==> config.mk <==
export PLATFORM = sky130hd
export DESIGN_NAME = exc_seq
export DESIGN_NICKNAME = d
export VERILOG_FILES = /design/src/rtl/exc_seq.sv
export SDC_FILE = /design/constraint.sdc
export NUM_CORES = 1
export LEC_CHECK = 0
export CORE_MARGIN = 3
export CORE_UTILIZATION = 41
export CTS_CLUSTER_SIZE = 28
export DETAILED_ROUTE_END_ITERATION = 7
export HOLD_SLACK_MARGIN = 0.15
export PLACE_DENSITY = 0.91
export SYNTH_ARGS = -nofsm -noshare
export SYNTH_HDL_FRONTEND = slang
export SYNTH_SLANG_ARGS = --single-unit
==> constraint.sdc <==
create_clock -name clk -period 6.5 [get_ports clk]
set_input_delay 1.3 -clock clk [delete_from_list [all_inputs] [get_ports clk]]
set_output_delay 1.3 -clock clk [all_outputs]
set_load 0.02 [all_outputs]
==> src/rtl/exc_seq.sv <==
// exc_seq -- exception / interrupt / ERET sequencer for the 5-stage pipeline.
//
// Arbitrates synchronous exception requests, the cp0 interrupt request and
// ERET at the MEM stage. Waits for any in-flight bus access to finish, then
// flushes IF..MEM, drives the cp0 EXL/ExcCode/pc controls for one cycle and
// redirects fetch to the common handler (exception/interrupt) or to EPC (ERET).
// A short guard window afterwards ignores new requests so that the cp0
// interrupt request has time to de-assert.
//
// Ports:
//   clk, rst     clock; asynchronous active-high reset
//   exc_req      per-source synchronous exception request (index 0 wins)
//   exc_codes    per-source ExcCode, source i in bits [5i+4:5i]
//   int_req      interrupt request from cp0
//   eret_m       ERET in MEM stage
//   mem_busy     bus transaction in flight; flush must wait while high
//   pc_m         PC of the MEM-stage instruction
//   epc_i        EPC from cp0 (used as redirect target in RET)
//   stall        freeze the pipeline
//   flush        kill IF, ID, EX and MEM contents
//   redirect     load fetch PC from redirect_pc
//   redirect_pc  new fetch address
//   exl_set      cp0 EXLSet
//   exl_clr      cp0 EXLClr
//   exc_code     cp0 ExcCode (0 for interrupts)
//   cp0_pc       victim PC + 4; cp0 subtracts 4 to record EPC
module exc_seq #(
  parameter int          NSRC         = 4,
  parameter logic [31:0] HANDLER_ADDR = 32'h0000_4180,
  parameter int          GUARD_CYCLES = 2
) (
  input  logic              clk,
  input  logic              rst,
  input  logic [NSRC-1:0]   exc_req,
  input  logic [NSRC*5-1:0] exc_codes,
  input  logic              int_req,
  input  logic              eret_m,
  input  logic              mem_busy,
  input  logic [31:0]       pc_m,
  input  logic [31:0]       epc_i,
  output logic              stall,
  output logic              flush,
  output logic              redirect,
  output logic [31:0]       redirect_pc,
  output logic              exl_set,
  output logic              exl_clr,
  output logic [4:0]        exc_code,
  output logic [31:0]       cp0_pc
);

  localparam int CNT_W = (GUARD_CYCLES < 1) ? 1 : $clog2(GUARD_CYCLES + 1);

  typedef enum logic [2:0] {
    IDLE  = 3'd0,
    DRAIN = 3'd1,
    TAKE  = 3'd2,
    RET   = 3'd3,
    GUARD = 3'd4
  } state_t;

  state_t           state, state_nxt;
  logic [4:0]       code_q, code_nxt;
  logic [31:0]      vpc_q, vpc_nxt;
  logic             is_ret_q, is_ret_nxt;   // captured request is an ERET
  logic [CNT_W-1:0] cnt_q, cnt_nxt;

  logic             exc_any;
  logic [4:0]       exc_sel_code;
  logic             req_any;
  logic             req_is_ret;

  // Address cp0 must receive so that it stores the victim PC as EPC.
  // Wraps modulo 2^32.
  function automatic logic [31:0] victim_pc_plus4(input logic [31:0] pc);
    return pc + 32'd4;
  endfunction

  // Fixed-priority select: scanning from the top down lets the lowest set
  // index overwrite any higher one.
  always_comb begin
    exc_any      = 1'b0;
    exc_sel_code = 5'd0;
    for (int i = NSRC - 1; i >= 0; i--) begin
      if (exc_req[i]) begin
        exc_any      = 1'b1;
        exc_sel_code = exc_codes[5*i +: 5];
      end
    end
  end

  assign req_any    = exc_any | int_req | eret_m;
  assign req_is_ret = eret_m & ~exc_any & ~int_req;

  always_ff @(posedge clk or posedge rst) begin
    if (rst) begin
      state    <= IDLE;
      code_q   <= 5'd0;
      vpc_q    <= 32'd0;
      is_ret_q <= 1'b0;
      cnt_q    <= '0;
    end else begin
      state    <= state_nxt;
      code_q   <= code_nxt;
      vpc_q    <= vpc_nxt;
      is_ret_q <= is_ret_nxt;
      cnt_q    <= cnt_nxt;
    end
  end

  always_comb begin
    state_nxt  = state;
    code_nxt   = code_q;
    vpc_nxt    = vpc_q;
    is_ret_nxt = is_ret_q;
    cnt_nxt    = cnt_q;
    case (state)
      IDLE: begin
        if (req_any) begin
          // Capture happens only here; DRAIN keeps whatever was latched.
          code_nxt   = exc_any ? exc_sel_code : 5'd0;
          vpc_nxt    = pc_m;
          is_ret_nxt = req_is_ret;
          if (mem_busy)
            state_nxt = DRAIN;
          else
            state_nxt = req_is_ret ? RET : TAKE;
        end
      end
      DRAIN: begin
        if (!mem_busy)
          state_nxt = is_ret_q ? RET : TAKE;
      end
      TAKE, RET: begin
        state_nxt = GUARD;
        cnt_nxt   = CNT_W'(GUARD_CYCLES);
      end
      GUARD: begin
        // Requests are deliberately not looked at: cp0 IntReq lags the
        // EXL update, and re-arbitrating now would retake the same interrupt.
        if (cnt_q <= CNT_W'(1)) begin
          state_nxt = IDLE;
          cnt_nxt   = '0;
        end else begin
          cnt_nxt = cnt_q - 1'b1;
        end
      end
      default: begin
        state_nxt = IDLE;
        cnt_nxt   = '0;
      end
    endcase
  end

  always_comb begin
    stall       = 1'b0;
    flush       = 1'b0;
    redirect    = 1'b0;
    redirect_pc = 32'd0;
    exl_set     = 1'b0;
    exl_clr     = 1'b0;
    exc_code    = 5'd0;
    cp0_pc      = 32'd0;
    case (state)
      DRAIN: begin
        stall = 1'b1;
      end
      TAKE: begin
        stall       = 1'b1;
        flush       = 1'b1;
        redirect    = 1'b1;
        redirect_pc = HANDLER_ADDR;
        exl_set     = 1'b1;
        exc_code    = code_q;
        cp0_pc      = victim_pc_plus4(vpc_q);
      end
      RET: begin
        stall       = 1'b1;
        flush       = 1'b1;
        redirect    = 1'b1;
        redirect_pc = epc_i;
        exl_clr     = 1'b1;
      end
      default: begin
      end
    endcase
  end

endmodule

==> impl_metrics.yaml <==
status:
  status: "finished, final reports clean"
global_route:
  antenna_found_initial: 0
  grt_util_all_layers_pct: 20.8
  grt_max_degree: 44
  grt-ovfl-total: 0
  grt_first_pass_wirelength_um: 13200
  grt_pass1_vias: 2855
setup_path:
  cp_max_fo: 15
  crit_cells: 6
  reg2reg_slack_ps: 4480
  timing.rr.start: "state[2]"
  end_kind: "output port"
  critPathLaunchType: "flip-flop"
  cpPeakStageDelay_ps: 650
  crit_arrival_ps: 3220
  cp_top_family: "simple AND/OR/NAND/NOR gates"
  r2r_cells: 3
  path_cells: "ha_1, nand4_1, or4_4, or4_1, a21oi_1, clkdlybuf4s50_1"
  criticalPathCategory: "flip-flop to output port"
  r2r_end: "vpc_q[8]"
  cp_num_buf_inv: 1
  cp_data_required_time_ps: 5200
  slowest_stage: "or4_4"
routing:
  antenna_left: 0
  wl_per_cell_um: 16.3
  wl_um: 8820
  firstDrtPassIters: 4
  drc: 0
  drtIter0Drc: 112
  vias: 2942
  viasPerCell: 5.45
floorplanning:
  rows: 29
  fp.coreArea_mm2: 0.00653
  ios: 167
  die_h_um: 89.2
  die_area_mm2: 0.00796
  floorplan.die.width_um: 89.2
  initial_utilization_pct: 43.5
sta:
  hold_viol: 0
  fin_crit_sh_pct: 69.6
  max_freq_mhz: 221
  finalMaxSlewViolations: 0
  relSlewSlack_pct: 22.8
  setup-tns-final_ps: 0
  worst_pin_slew_ps: 1150
  clock_skew_ps: 4.16
  rsz0062_at_grt: "false"
  fin_ws_ps: 1980
  final.min_clock_period_ps: 4520
  setup_violations: 0
clock_network:
  h-tree-depth: 2
  clk_path_buf_depth: 2
  hold_buffers: 0
  cts_root_buffer: "clkbuf_8"
  post_cts_resized: 0
  tritoncts: "done"
  postCtsSetupRepairBufs: 0
  cts_sinks: 43
  cts_buffers: 5
  clkTransAtPathRegs_ps: 80
  clk_latency_ps: 290
synth:
  synth-xor-area-share_pct: 3.70
  async_reset_ff_share_pct: 100
  syn_area_mm2: 0.00284
  synth.net_count: 400
  yosysTopAreaCell: "dfrtp_1"
  muxShareOfSynthArea_pct: 13.0
  synth.area.top_cells: "dfrtp_1, mux2_2, and2_1"
  synth.top_cell.area_share_pct: 37.9
  synth-simple-area-share_pct: 27.1
  synth-seq-cells: 43
  avgSynthCellArea_um2: 9.28
  ys.warnings.count: 0
  ys.flop_type: "dfrtp_1"
  synth_top_family_by_area: "simple AND/OR/NAND/NOR gates"
  synth_cell_types: 40
  synth_fa_ha_area_share_pct: 0.441
  synth_edf_count: 0
  synth_compound_area_share_pct: 13.4
  ys_seq_area_share_pct: 37.9
  syn-instance-count: 306
hold_path:
  hold_path_depth: 1
  min-delay-start: "code_q[1]"
  hold_end: "code_q[1]"
  worst_hold_path_type: "flip-flop to flip-flop"
placement:
  dp_hpwl_um: 6890
  placed_cells: 532
  port_buffers: 166
  post-place-ws_ps: 2280
  place.gp.congestion: 0.872
  placed_cell_area_mm2: 0.00450
final_layout:
  stdcell_area_mm2: 0.00461
  nets: 556
  drive_above_1_share_pct: 9.94
  antenna_cells: 0
  area_growth_syn_to_layout_pct: 62.3
  instances_no_fill: 540
power:
  pwr_density_cell_mw_per_mm2: 354
  ir_drop_v: 0.000237
  power.leakage_nw: 1.72
flow_run:
  drv_cap: 0
metal layers:
layer / vias to the layer above / track usage [%] / share of wire, %
li1: 1419 / - / -
met1: 1402 / 26.7 / 40
met2: 107 / 35.5 / 52
met3: 14 / 4.42 / 6.1
met4: 0 / 5.68 / 1.2
met5: - / 0 / 0
worst max path at each step:
stage | to | start | slack (ps)
global placement | cp0_pc[28] | vpc_q[2] | 2360
global route | cp0_pc[28] | vpc_q[2] | 1850
detailed placement | vpc_q[27] | exc_req[1] | 2280
CTS | cp0_pc[28] | vpc_q[2] | 1980
finish | cp0_pc[28] | vpc_q[2] | 1980
floorplan | cp0_pc[22] | vpc_q[2] | 2990
cell type report:
class | count | area, µm²
Inverter | 8 | 30.0
Fill cell | 512 | 1920
Clock buffer | 8 | 100
Sequential cell | 43 | 1080
Multi-Input combinational cell | 238 | 1640
Tap cell | 77 | 96.3
Timing Repair Buffer | 166 | 1660
cells in the mapped netlist, types with 4 or more instances:
| master | instances |
|---|---|
| a21oi_1 | 19 |
| a221oi_1 | 5 |
| a22o_1 | 5 |
| and2_1 | 38 |
| clkbuf_1 | 10 |
| dfrtp_1 | 43 |
| inv_1 | 7 |
| mux2_2 | 31 |
| nand2_1 | 16 |
| nand3_1 | 11 |
| nand4_1 | 6 |
| nor2_1 | 18 |
| nor2b_1 | 6 |
| nor3_1 | 8 |
| nor4_1 | 4 |
| o21a_1 | 4 |
| o21ai_0 | 9 |
| o31ai_1 | 12 |
| or3_1 | 9 |
| or4_1 | 10 |
| xnor2_1 | 8 |
| xor2_1 | 4 |
logic make-up (layout without fill, tap and decap cells):
group,Yosys count,after routing
multiplexers,33,33
flip-flops,43,43
AND/OR/NAND/NOR,135,135
buffers and inverters,25,182
XOR/XNOR,12,12
AO/OA/AOI/OAI,57,57
adder cells (fa/ha/maj),1,1
state kept, by name, summed over array words and instances, names as in the netlist:
signal,count
vpc_q,32
is_ret_q,1
state,3
cnt_q,2
code_q,5
through the flow:
stage | power (mW) | hold slack [ps] | util (%)
after floorplan | 1.11 | 464 | -
after CTS | 1.64 | 507 | 70.5
after global placement | 1.41 | 480 | 69.0
final | 1.63 | 501 | 70.5
after global routing | 1.74 | 523 | 70.5
after detailed placement | 1.45 | 488 | 69.0
power breakdown:
part	total, mW	internal, mW	leakage (nW)	switching [mW]
logic	0.870	0.452	1.16	0.418
registers	0.573	0.402	0.512	0.171
clock network	0.187	0.0971	0.0515	0.0895
total	1.63	0.952	1.72	0.678
cell usage in the layout (no fill, tap or decap), types with 8 or more instances in the layout:
cell,synthesis,final
o31ai_1,12,12
nor2_1,18,17
xnor2_1,8,8
or4_1,10,10
a21oi_1,19,19
nand2_1,16,16
o21ai_0,9,9
mux2_2,31,31
or3_1,9,9
nor3_1,8,8
clkdlybuf4s50_1,0,166
dfrtp_1,43,43
nand3_1,11,11
and2_1,38,38
No activity file was read; power rests on OpenSTA's default activity.
